`config.mk`:
```
export PLATFORM = sky130hd
export DESIGN_NAME = vred_stream_unit_flat
export DESIGN_NICKNAME = d
export VERILOG_FILES = /design/src/rtl/vred_stream_unit_if.sv /design/src/rtl/vred_stream_unit.sv /design/src/flat_wrapper.sv
export SDC_FILE = /design/constraint.sdc
export NUM_CORES = 2
export LEC_CHECK = 0
export BUFFER_PORTS_ARGS = -buffer_cell sky130_fd_sc_hd__buf_2
export CORE_MARGIN = 5
export CORE_UTILIZATION = 40
export DETAILED_ROUTE_END_ITERATION = 16
export GPL_TIMING_DRIVEN = 0
export SLEW_MARGIN = 20
export SYNTH_ARGS = -nofsm -noshare
export SYNTH_HDL_FRONTEND = slang
export SYNTH_SLANG_ARGS = --single-unit
export TNS_END_PERCENT = 10
```
`constraint.sdc`:
```
create_clock -name clk -period 14.4 [get_ports clk]
set_input_delay 0.72 -clock clk [delete_from_list [all_inputs] [get_ports clk]]
set_output_delay 0.72 -clock clk [all_outputs]
set_load 0.05 [all_outputs]
```
`src/rtl/vred_stream_unit_if.sv`:
```
// vred_stream_unit_if: beat input stream and result output stream of vred_stream_unit.
interface vred_stream_unit_if #(
    parameter int DATA_WIDTH = 64,
    parameter int ADDR_WIDTH = 32
);
    localparam int BE_WIDTH = DATA_WIDTH / 8;
    logic                  in_valid;
    logic                  in_ready;
    logic [DATA_WIDTH-1:0] in_vec0;
    logic [DATA_WIDTH-1:0] in_vec1;
    logic [BE_WIDTH-1:0]   in_mask;
    logic                  in_start;
    logic                  in_end;
    logic [2:0]            in_opSel;
    logic [1:0]            in_sew;
    logic [ADDR_WIDTH-1:0] in_addr;
    logic                  out_valid;
    logic                  out_ready;
    logic [DATA_WIDTH-1:0] out_vec;
    logic [ADDR_WIDTH-1:0] out_addr;
    logic [BE_WIDTH-1:0]   out_be;
    modport master (
        output in_valid, in_vec0, in_vec1, in_mask, in_start, in_end, in_opSel, in_sew, in_addr, out_ready,
        input  in_ready, out_valid, out_vec, out_addr, out_be
    );
    modport slave (
        input  in_valid, in_vec0, in_vec1, in_mask, in_start, in_end, in_opSel, in_sew, in_addr, out_ready,
        output in_ready, out_valid, out_vec, out_addr, out_be
    );
endinterface

```
`src/rtl/vred_stream_unit.sv`:
```
// vred_stream_unit: pipelined multi-beat integer vector reduction (sum/and/or/xor/minu/min/maxu/max).
// Define VRED_MASK_EN to gate elements with in_mask; otherwise every element is active.
module vred_stream_unit #(
    parameter int DATA_WIDTH    = 64,
    parameter int BE_WIDTH      = DATA_WIDTH / 8,
    parameter int ADDR_WIDTH    = 32,
    parameter bit ENABLE_64_BIT = 1'b0,
    parameter int LVLS          = $clog2(DATA_WIDTH / 8)
) (
    input logic               clk,
    input logic               rst,
    vred_stream_unit_if.slave io
);
    localparam int SW = DATA_WIDTH < 64 ? DATA_WIDTH : 64;
    localparam int NE = DATA_WIDTH / 8;

    typedef struct packed {
        logic                  first;
        logic                  last;
        logic                  bad;
        logic [2:0]            op;
        logic [1:0]            sew;
        logic [ADDR_WIDTH-1:0] addr;
        logic [SW-1:0]         seed;
        logic [DATA_WIDTH-1:0] data;
    } beat_t;

    // m selects the element bits; signed ops extend the element MSB so one 65-bit compare serves all
    function automatic logic [63:0] elem_op(input logic [63:0] a, b, m, input logic [2:0] op);
        logic [63:0] top;
        logic [64:0] xa, xb;
        logic        lt;
        top = m & ~(m >> 1);
        xa  = (op[2] & op[0] & |(a & top)) ? {1'b1, a | ~m} : {1'b0, a & m};
        xb  = (op[2] & op[0] & |(b & top)) ? {1'b1, b | ~m} : {1'b0, b & m};
        lt  = $signed(xa) < $signed(xb);
        return m & (op == 3'd0 ? a + b : op == 3'd1 ? a & b : op == 3'd2 ? a | b :
                     op == 3'd3 ? a ^ b : (op[1] ^ lt) ? a : b);
    endfunction

    function automatic logic [DATA_WIDTH-1:0] lanes(input logic [DATA_WIDTH-1:0] a, b,
                                                    input logic [2:0] op, input logic [1:0] sew);
        logic [DATA_WIDTH-1:0] r;
        r = '0;
        for (int i = 0; i < NE; i++)
            if (sew == 2'd0) r[i*8+:8] = 8'(elem_op(64'(a[i*8+:8]), 64'(b[i*8+:8]), 64'hFF, op));
        for (int i = 0; i < NE / 2; i++)
            if (sew == 2'd1) r[i*16+:16] = 16'(elem_op(64'(a[i*16+:16]), 64'(b[i*16+:16]), 64'hFFFF, op));
        for (int i = 0; i < NE / 4; i++)
            if (sew == 2'd2) r[i*32+:32] = 32'(elem_op(64'(a[i*32+:32]), 64'(b[i*32+:32]), 64'hFFFF_FFFF, op));
        for (int i = 0; i < NE / 8; i++)
            if (sew == 2'd3) r[i*64+:64] = elem_op(a[i*64+:64], b[i*64+:64], '1, op);
        return r;
    endfunction

    function automatic logic [63:0] ident(input logic [2:0] op, input logic [63:0] m);
        return op == 3'd1 || op == 3'd4 ? m : op == 3'd5 ? m >> 1 : op == 3'd7 ? m & ~(m >> 1) : '0;
    endfunction

    function automatic logic [DATA_WIDTH-1:0] gate(input logic [DATA_WIDTH-1:0] v, input logic [NE-1:0] msk,
                                                   input logic [2:0] op, input logic [1:0] sew);
        logic [DATA_WIDTH-1:0] r;
        r = v;
        for (int i = 0; i < NE; i++)
            if (sew == 2'd0 && !msk[i]) r[i*8+:8] = 8'(ident(op, 64'hFF));
        for (int i = 0; i < NE / 2; i++)
            if (sew == 2'd1 && !msk[i]) r[i*16+:16] = 16'(ident(op, 64'hFFFF));
        for (int i = 0; i < NE / 4; i++)
            if (sew == 2'd2 && !msk[i]) r[i*32+:32] = 32'(ident(op, 64'hFFFF_FFFF));
        for (int i = 0; i < NE / 8; i++)
            if (sew == 2'd3 && !msk[i]) r[i*64+:64] = ident(op, '1);
        return r;
    endfunction

    function automatic logic [DATA_WIDTH-1:0] smask(input logic [1:0] sew);
        return ~({DATA_WIDTH{1'b1}} << (8 << sew));
    endfunction

    logic                  r_ov;
    logic [DATA_WIDTH-1:0] r_ovec;
    logic [ADDR_WIDTH-1:0] r_oaddr;
    logic [BE_WIDTH-1:0]   r_obe;
    logic                  r_av, r_alast, r_abad;
    logic [1:0]            r_asew;
    logic [ADDR_WIDTH-1:0] r_aaddr;
    logic [DATA_WIDTH-1:0] r_acc;
    logic                  w_en;
    logic [NE-1:0]         w_mask;
    beat_t                 w_s [LVLS+1];
    logic                  w_v [LVLS+1];
    beat_t                 w_t;

`ifdef VRED_MASK_EN
    assign w_mask = io.in_mask;
`else
    assign w_mask = io.in_mask | {NE{1'b1}};
`endif

    assign w_en        = ~(r_ov & ~io.out_ready);
    assign io.in_ready = w_en;
    assign w_v[0]      = io.in_valid;
    assign w_s[0]      = '{first: io.in_start, last: io.in_end, bad: io.in_sew == 2'd3 && !ENABLE_64_BIT,
                           op: io.in_opSel, sew: io.in_sew, addr: io.in_addr, seed: io.in_vec1[SW-1:0],
                           data: gate(io.in_vec0, w_mask, io.in_opSel, io.in_sew)};

    // Each stage folds the upper half onto the lower half until only one SEW element remains.
    for (genvar k = 0; k < LVLS; k++) begin : g_stg
        localparam int W = DATA_WIDTH >> k;
        beat_t r_b;
        logic  r_v;
        beat_t w_n;
        always_comb begin
            w_n      = w_s[k];
            w_n.data = W <= (8 << w_s[k].sew) ? w_s[k].data :
                       lanes(w_s[k].data, w_s[k].data >> (W / 2), w_s[k].op, w_s[k].sew) &
                       ({DATA_WIDTH{1'b1}} >> (DATA_WIDTH - W / 2));
        end
        always_ff @(posedge clk or negedge rst)
            if (!rst) begin
                r_v <= 1'b0;
                r_b <= '0;
            end else if (w_en) begin
                r_v <= w_v[k];
                r_b <= w_n;
            end
        assign w_s[k+1] = r_b;
        assign w_v[k+1] = r_v;
    end

    assign w_t = w_s[LVLS];

    always_ff @(posedge clk or negedge rst)
        if (!rst) begin
            r_av    <= 1'b0;
            r_alast <= 1'b0;
            r_abad  <= 1'b0;
            r_asew  <= '0;
            r_aaddr <= '0;
            r_acc   <= '0;
        end else if (w_en) begin
            r_av <= w_v[LVLS];
            if (w_v[LVLS]) begin
                r_acc   <= lanes(w_t.data, w_t.first ? DATA_WIDTH'(w_t.seed) : r_acc, w_t.op, w_t.sew) & smask(w_t.sew);
                r_alast <= w_t.last;
                r_abad  <= w_t.bad;
                r_asew  <= w_t.sew;
                r_aaddr <= w_t.addr;
            end
        end

    always_ff @(posedge clk or negedge rst)
        if (!rst) begin
            r_ov    <= 1'b0;
            r_ovec  <= '0;
            r_oaddr <= '0;
            r_obe   <= '0;
        end else if (w_en) begin
            r_ov <= r_av & r_alast;
            if (r_av & r_alast) begin
                r_ovec  <= r_abad ? '0 : r_acc;
                r_oaddr <= r_aaddr;
                r_obe   <= r_abad ? '0 : BE_WIDTH'((1 << (1 << r_asew)) - 1);
            end
        end

    assign io.out_valid = r_ov;
    assign io.out_vec   = r_ovec;
    assign io.out_addr  = r_oaddr;
    assign io.out_be    = r_obe;
endmodule

```
`src/flat_wrapper.sv`:
```
// flat-port wrapper written by rule: the top's interface ports become plain ports
module vred_stream_unit_flat 
#(
    parameter int DATA_WIDTH    = 64,
    parameter int BE_WIDTH      = DATA_WIDTH / 8,
    parameter int ADDR_WIDTH    = 32,
    parameter bit ENABLE_64_BIT = 1'b0,
    parameter int LVLS          = $clog2(DATA_WIDTH / 8)
)
  (clk, rst, io_in_valid, io_in_vec0, io_in_vec1, io_in_mask, io_in_start, io_in_end, io_in_opSel, io_in_sew, io_in_addr, io_out_ready, io_in_ready, io_out_valid, io_out_vec, io_out_addr, io_out_be);
  vred_stream_unit_if #(.DATA_WIDTH(DATA_WIDTH), .ADDR_WIDTH(ADDR_WIDTH)) io_i ();
  input logic clk;
  input logic rst;
  input wire logic [$bits(io_i.in_valid)-1:0] io_in_valid;
  input wire logic [$bits(io_i.in_vec0)-1:0] io_in_vec0;
  input wire logic [$bits(io_i.in_vec1)-1:0] io_in_vec1;
  input wire logic [$bits(io_i.in_mask)-1:0] io_in_mask;
  input wire logic [$bits(io_i.in_start)-1:0] io_in_start;
  input wire logic [$bits(io_i.in_end)-1:0] io_in_end;
  input wire logic [$bits(io_i.in_opSel)-1:0] io_in_opSel;
  input wire logic [$bits(io_i.in_sew)-1:0] io_in_sew;
  input wire logic [$bits(io_i.in_addr)-1:0] io_in_addr;
  input wire logic [$bits(io_i.out_ready)-1:0] io_out_ready;
  output wire logic [$bits(io_i.in_ready)-1:0] io_in_ready;
  output wire logic [$bits(io_i.out_valid)-1:0] io_out_valid;
  output wire logic [$bits(io_i.out_vec)-1:0] io_out_vec;
  output wire logic [$bits(io_i.out_addr)-1:0] io_out_addr;
  output wire logic [$bits(io_i.out_be)-1:0] io_out_be;
  assign io_i.in_valid = io_in_valid;
  assign io_i.in_vec0 = io_in_vec0;
  assign io_i.in_vec1 = io_in_vec1;
  assign io_i.in_mask = io_in_mask;
  assign io_i.in_start = io_in_start;
  assign io_i.in_end = io_in_end;
  assign io_i.in_opSel = io_in_opSel;
  assign io_i.in_sew = io_in_sew;
  assign io_i.in_addr = io_in_addr;
  assign io_i.out_ready = io_out_ready;
  assign io_in_ready = io_i.in_ready;
  assign io_out_valid = io_i.out_valid;
  assign io_out_vec = io_i.out_vec;
  assign io_out_addr = io_i.out_addr;
  assign io_out_be = io_i.out_be;
  vred_stream_unit #(.DATA_WIDTH(DATA_WIDTH), .BE_WIDTH(BE_WIDTH), .ADDR_WIDTH(ADDR_WIDTH), .ENABLE_64_BIT(ENABLE_64_BIT), .LVLS(LVLS)) u_core (.clk(clk), .rst(rst), .io(io_i));
endmodule
```
# Word level (Yosys, flattened, before mapping)
# Index checks and enable logic that the tools add are counted.
[totals]
regBits = 713
latch_bits = 0
ram_bits = 0
romBits = 0
input_bits = 179
output_inout_bits = 106
elab_cells = 581
mem_count = 0
[classes]
add_sub_neg = 33
mul = 0
n_div = 0
n_lt_le_gt_ge = 35
n_eq_ne = 24
shift = 7
mux = 261
bitwise = 174
n_reduce_logical = 10
[op_table]
columns = ["cell", "count"]
rows = [
  ["$mux W65", 61],
  ["$lt A65 B65 Y1", 29],
  ["$mux W8", 109],
  ["$mux W16", 54],
  ["$mux W64", 13],
  ["$mux W32", 24],
  ["$add A16 B16 Y16", 9],
  ["$add A8 B8 Y8", 18],
  ["$and A16 B16 Y16", 9],
  ["$and A8 B8 Y8", 18],
  ["$or A16 B16 Y16", 9],
  ["$or A8 B8 Y8", 18],
  ["$xor A16 B16 Y16", 9],
  ["$xor A8 B8 Y8", 18],
  ["$add A32 B32 Y32", 4],
  ["$and A32 B32 Y32", 4],
  ["$and A64 B64 Y64", 2],
  ["$or A32 B32 Y32", 4],
  ["$shl A4 B2 Y32 const A", 4],
  ["$xor A32 B32 Y32", 4],
  ["$lt A65 B33 Y1", 1],
  ["$lt A65 B49 Y1", 1],
  ["$lt A65 B57 Y1", 1],
  ["$add A64 B64 Y64", 1],
  ["other kinds (20)", 120],
]

# Logic depth before layout (Yosys ltp)
[depth]
depth_word = 17
depth_mapped = 22

# Worst setup path after synthesis
# No wires, ideal clock.
[synth_timing]
kind = "flip-flop to flip-flop"
startpoint = "reg u_core.g_stg[2].r_b[167] (netlist bit)"
endpoint = "reg u_core.r_acc[40]"
setup_ns = 0.122
arrival_ns = 5.161
required_time_ns = 14.278
setup_slack_ns = 9.117
stages_incl_launch_ff = 19
path_buffers = 7
synth_period_minus_slack_ns = 5.283
path_cell_list = "dfrtp_1 -> clkbuf_1 -> clkbuf_1 -> clkbuf_1 -> clkbuf_1 -> mux2i_1 -> ha_1 -> or4b_2 -> nor4_1 -> nand3_1 -> nor4_1 -> a221oi_4 -> and2_4 -> buf_6 -> buf_6 -> buf_2 -> o21ai_0 -> o21ai_0 -> a32o_1"
[synth_between]
elab_chain_len = 17
word_cells_on_any_way = 58
classes_between = "add/sub (4); order compare (4); mux (31); bitwise (19)"
[synth_lines]
columns = ["element", "line", "text"]
rows = [
  ["from (decl)", "vred_stream_unit.sv:109", "beat_t r_b;"],
  ["from (signal assigned)", "vred_stream_unit.sv:124", "r_b <= w_n;"],
  ["$mux W64 *", "vred_stream_unit.sv:143", "r_acc <= lanes(w_t.data, w_t.first ? DATA_WIDTH'(w_t.seed) : r_acc, w_t.op, w_t.sew) & smask(w_t.sew);"],
  ["$and A1 B1 Y1", "vred_stream_unit.sv:35", "xb = (op[2] & op[0] & |(b & top)) ? {1'b1, b | ~m} : {1'b0, b & m};"],
  ["$mux W65", "vred_stream_unit.sv:35", ""],
  ["$lt A65 B65 Y1", "vred_stream_unit.sv:36", "lt = $signed(xa) < $signed(xb);"],
  ["$xor A1 B1 Y1", "vred_stream_unit.sv:38", "op == 3'd3 ? a ^ b : (op[1] ^ lt) ? a : b);"],
  ["$mux W8 (2 in a row)", "vred_stream_unit.sv:38", ""],
  ["$mux W8 (3 in a row)", "vred_stream_unit.sv:37", "return m & (op == 3'd0 ? a + b : op == 3'd1 ? a & b : op == 3'd2 ? a | b :"],
  ["$mux W8", "vred_stream_unit.sv:46", "if (sew == 2'd0) r[i*8+:8] = 8'(elem_op(64'(a[i*8+:8]), 64'(b[i*8+:8]), 64'hFF, op));"],
  ["$mux W16", "vred_stream_unit.sv:48", "if (sew == 2'd1) r[i*16+:16] = 16'(elem_op(64'(a[i*16+:16]), 64'(b[i*16+:16]), 64'hFFFF, op));"],
  ["$mux W32", "vred_stream_unit.sv:50", "if (sew == 2'd2) r[i*32+:32] = 32'(elem_op(64'(a[i*32+:32]), 64'(b[i*32+:32]), 64'hFFFF_FFFF, op));"],
  ["$mux W64 *", "vred_stream_unit.sv:52", "if (sew == 2'd3) r[i*64+:64] = elem_op(a[i*64+:64], b[i*64+:64], '1, op);"],
  ["$mux W64 *", "vred_stream_unit.sv:142", "if (w_v[LVLS]) begin"],
  ["$mux W64 *", "vred_stream_unit.sv:140", "end else if (w_en) begin"],
  ["$and A64 B64 Y64 *", "vred_stream_unit.sv:143", ""],
  ["to (signal assigned)", "vred_stream_unit.sv:143", ""],
  ["to (decl)", "vred_stream_unit.sv:86", "logic [DATA_WIDTH-1:0] r_acc;"],
]
# Mark *: on every way between the ends. The rest lies on a longest branch, timed or not. The select of a mux whose other input is x is not followed.
# A chain may end at the register's enable or synchronous reset.

# Final worst setup path
[layout_timing]
startpoint = "reg u_core.g_stg[2].r_b[162] (netlist bit)"
endpoint = "reg u_core.r_acc[61]"
[layout_between]
elab_chain_len = 17
word_cells_on_any_way = 50
classes_between = "order compare (4); eq/ne (3); mux (34); bitwise (8); reduce/logical (1)"
[layout_lines]
columns = ["element", "line"]
rows = [
  ["$and A1 B1 Y1", "vred_stream_unit.sv:34, vred_stream_unit.sv:35"],
  ["$and A1 B1 Y1 (on tied branches)", "vred_stream_unit.sv:34, vred_stream_unit.sv:35"],
  ["$mux W65 (on tied branches)", "vred_stream_unit.sv:34, vred_stream_unit.sv:35"],
  ["$lt A65 B65 Y1", "vred_stream_unit.sv:36"],
  ["$xor A1 B1 Y1", "vred_stream_unit.sv:38"],
  ["$mux W8 (2 in a row)", "vred_stream_unit.sv:38"],
  ["$mux W8 (3 in a row)", "vred_stream_unit.sv:37"],
  ["$mux W8", "vred_stream_unit.sv:46"],
  ["$mux W16", "vred_stream_unit.sv:48"],
  ["$mux W32", "vred_stream_unit.sv:50"],
  ["$mux W64 *", "vred_stream_unit.sv:52"],
  ["$mux W64 *", "vred_stream_unit.sv:142"],
  ["$mux W64 *", "vred_stream_unit.sv:140"],
  ["$and A64 B64 Y64 *", "vred_stream_unit.sv:143"],
]
# Marks and branches as above.

==> results.py <==
metrics = {
    "synthesis": {
        "synth_edf_count": 0,
        "synth.area.top_cells": "dfrtp_1 (35%), nand2_1 (12%), ha_1 (11%)",
        "yosysSeqAreaShare_pct": 35.1,
        "synth.most_common_cell": "nand2_1",
        "synthFlopType": "dfrtp_1",
        "syn_avg_cell_area_um2": 8.00,
        "yosysTopAreaCell": "dfrtp_1",
        "synthAdderAreaFrac_pct": 11.7,
        "synthXorXnorAreaFrac_pct": 2.47,
        "ys_warn_count": 0,
        "synthArstFlopShare_pct": 100,
        "synth_top_family_by_area": "simple AND/OR/NAND/NOR gates",
        "synthCells": 6310,
        "syn_area_mm2": 0.0505,
        "synthTopCellsByCount": "nand2_1 (1610), dfrtp_1 (709), ha_1 (448), inv_1 (430), o21ai_0 (389)",
        "synth_top_area_share_pct": 35.1,
        "synthMuxAreaShare_pct": 4.14,
        "synth_nets": 6951,
        "yosysUniqueCellTypes": 101,
        "synth_compound_gate_area_share_pct": 19.9,
        "yosys.area_share.simple_pct": 20.3,
        "yosys_register_bits": 709,
    },
    "clock_tree": {
        "cts_tree": "yes",
        "clockBufferDepth": 3,
        "clkTransAtPathRegs_ns": 0.06,
        "cts_max_level": 3,
        "numCtsBuffers": 85,
        "ctsRootBufferMaster": "clkbuf_16",
        "cts_resized": 0,
        "clk_latency_ns": 0.72,
        "cts_sinks": 709,
        "postCtsSetupRepairBufs": 0,
    },
    "layout": {
        "nFillCells": 12800,
        "drive_gt1_share_pct": 8.94,
        "fin_util_pct": 45.6,
        "ff_latch_area_mm2": 0.0177,
        "multiInputGateArea_mm2": 0.0296,
        "syn_to_final_growth_pct": 13.5,
        "nets": 7325,
    },
    "power_and_ir_drop": {
        "p_leak_uw": 0.0274,
        "p_total_uw": 14200,
        "peakVddDrop_v": 0.000155,
        "powerDensity_mw_per_mm2": 249,
    },
    "run_status": {
        "outcome": "completed",
    },
    "global_routing": {
        "grt_pass1_vias": 49200,
        "overflow": 0,
        "use_met3_pct": 7.25,
        "grt_pass1_wl_um": 350000,
        "grt_busiest_layer": "met2",
        "grt_max_degree": 97,
        "grt.total_usage_pct": 36.0,
        "use_met1_pct": 45.4,
        "antenna_found_initial": 16,
        "grt.met2_usage_pct": 56.3,
    },
    "critical_path": {
        "reg2reg_depth": 22,
        "cpMaxStageDelayCell": "a2111oi_0",
        "r2r-end": "u_core.r_acc[61]$_DFFE_PN0P_",
        "worstPathMaxFanout": 10,
        "end_kind": "register",
        "start_kind": "register",
        "arrival_ns": 9.10,
        "regToRegSetupSlack_ns": 5.86,
        "path_class": "register to register",
        "required_ns": 14.96,
        "path_common_cell": "clkbuf_1",
        "crit_chain": "clkbuf_1, clkbuf_1, clkbuf_1, buf_2, and2_1, clkbuf_1, nand2_1, ha_1, nor4b_1, nand3b_1, a211oi_1, a2111oi_0, nand4_1, a221oi_4, and2_4, buf_6, buf_6, buf_2, nand2_1, o21ai_0, o21ai_0, a32o_1",
        "slowest_delay_ns": 0.80,
        "r2r-start": "u_core.g_stg[2].r_b[162]$_DFFE_PN0N_",
    },
    "place": {
        "gp_congestion": 1.04,
        "hpwl_um": 190000,
        "port_buffers": 274,
        "pre_cts_ws_ns": 6.09,
    },
    "timing": {
        "clock.fmax_ghz": 0.117,
        "layout_min_cycle_time_ns": 8.54,
        "setup_slack_ns": 5.86,
        "slew_viol_final": 0,
        "worstMarginPinSlew_ns": 1.29,
        "relSlewSlack_pct": 14.3,
        "period_share_pct": 59.3,
        "final-hold-violation-count": 0,
        "rsz0062_at_grt": "no",
        "fin_worst_skew_ns": 0.0537,
        "setup_viol": 0,
    },
    "floorplanning": {
        "die_w_um": 365,
        "core.rowCount": 130,
        "dieHeight_um": 365,
        "ios": 285,
        "die_area_mm2": 0.133,
        "initial_core_util_pct": 40.2,
        "coreArea_mm2": 0.126,
    },
    "job": {
        "maxCapViolations": 0,
    },
    "drt": {
        "vias_per_cell": 6.01,
        "drt_iter0_markers": 6308,
        "drt_first_pass_iters": 6,
        "drt.antenna.violating_nets": 0,
        "drc_errors": 0,
        "wirelength_um": 246000,
        "vias": 50500,
        "routedWlPerCell_um": 29.3,
    },
    "min_path": {
        "hp-start": "io_in_vec1[24]",
        "min_to": "u_core.g_stg[0].r_b[88]$_DFFE_PN0N_",
        "hold_path.class": "primary input to register",
        "hold_depth": 3,
    },
}
==> metrics by stage <==
step | setup TNS, ns | cells | hold WS [ns] | cell area [um^2]
2_1_floorplan | 0 | 6310 | 0.424 | 50500
3_3_place_gp | -2206.47 | 8234 | 0.445 | 53900
3_5_place_dp | 0 | 8246 | 0.450 | 54300
4_1_cts | 0 | 8403 | 0.180 | 57300
5_1_grt | 0 | 8403 | 0.204 | 57300
6_report | 0 | 8410 | 0.228 | 57300
==> placed cells by master (no fill, tap or decap), types with 108 or more instances in the layout <==
cell,netlist,final
mux2i_1,131,130
inv_1,430,430
nand2_1,1610,1610
nand3_1,108,108
o22ai_1,120,120
nor2_1,297,295
o21ai_0,389,389
clkbuf_1,324,316
ha_1,448,448
buf_2,18,293
a21oi_1,383,383
dfrtp_1,709,709
==> sequential cells by signal, summed over array words and instances, names as in the netlist, 2 cells and up <==
| name | count |
|---|---|
| u_core.g_stg.r_b | 504 |
| u_core.io.out_vec | 64 |
| u_core.r_acc | 64 |
| u_core.io.out_addr | 32 |
| u_core.r_aaddr | 32 |
| u_core.io.out_be | 4 |
| u_core.g_stg.r_v | 3 |
| u_core.r_asew | 2 |
==> cells by family (layout without fill, tap and decap cells) <==
kind of cell	Yosys count	count (layout)
mux	198	198
other cells	0	7
flops	709	709
fa+ha+maj	464	464
simple gates	2400	2400
xor+xnor	140	140
compound gates	1564	1564
buf+inv	835	1278
==> worst max-delay path, delay by kind of cell (launching register included) <==
| kind | cells | cell delay (ns) |
|---|---|---|
| buffers and inverters | 8 | 3.72 |
| AOI/OAI and AO/OA | 6 | 2.24 |
| and+or+nand+nor | 7 | 1.64 |
| adders and majority gates | 1 | 0.45 |
| DFF | 1 | 0.33 |
==> report_power, final <==
part           switching (uW)  internal (uW)  leakage [uW]
Sequential                722           2670       0.00890
Combinational            5960           2590        0.0171
Clock                     956           1340       0.00144
Total                    7640           6600        0.0274
==> layer usage <==
metal / wire length [um] / up-vias / part of all wire, %
li1: - / 22400 / -
met1: 97000 / 24500 / 39
met2: 109000 / 2764 / 44
met3: 21100 / 825 / 8.6
met4: 19500 / 12 / 7.9
met5: 85 / - / 0.035
==> final cells by class <==
type | instances | area share (%)
Antenna cell | 7 | 0.0306
Buffer | 399 | 2.79
Clock buffer | 123 | 4.44
Clock inverter | 33 | 0.743
Inverter | 436 | 2.86
Multi-Input combinational cell | 4766 | 51.7
Sequential cell | 709 | 31.0
Tap cell | 1650 | 3.60
Timing Repair Buffer | 287 | 2.91
==> repair_timing <==
item | in CTS | in global routing
hold buffers | 1 | 0
setup endpoints to repair | 0 | 0
hold endpoints to repair | 28 | 0
==> how the worst max path moves through the flow <==
stage                                                     from                                  end  slack [ns]  cells past startpoint
final                     u_core.g_stg[2].r_b[162]$_DFFE_PN0N_         u_core.r_acc[61]$_DFFE_PN0P_        5.86                     22
after global routing      u_core.g_stg[2].r_b[167]$_DFFE_PN0N_         u_core.r_acc[50]$_DFFE_PN0P_        5.99                     17
after detailed placement                        io_in_opSel[2]  u_core.g_stg[0].r_b[23]$_DFFE_PN0N_        6.09                     18
after floorplan           u_core.g_stg[2].r_b[167]$_DFFE_PN0N_         u_core.r_acc[40]$_DFFE_PN0P_        9.12                     18
after CTS                 u_core.g_stg[2].r_b[162]$_DFFE_PN0N_         u_core.r_acc[61]$_DFFE_PN0P_        6.47                     21
after global placement                                     rst     u_core.io.out_vec[0]$_DFFE_PN0P_       -3.36                      1
(Power assumes the default switching activity.)
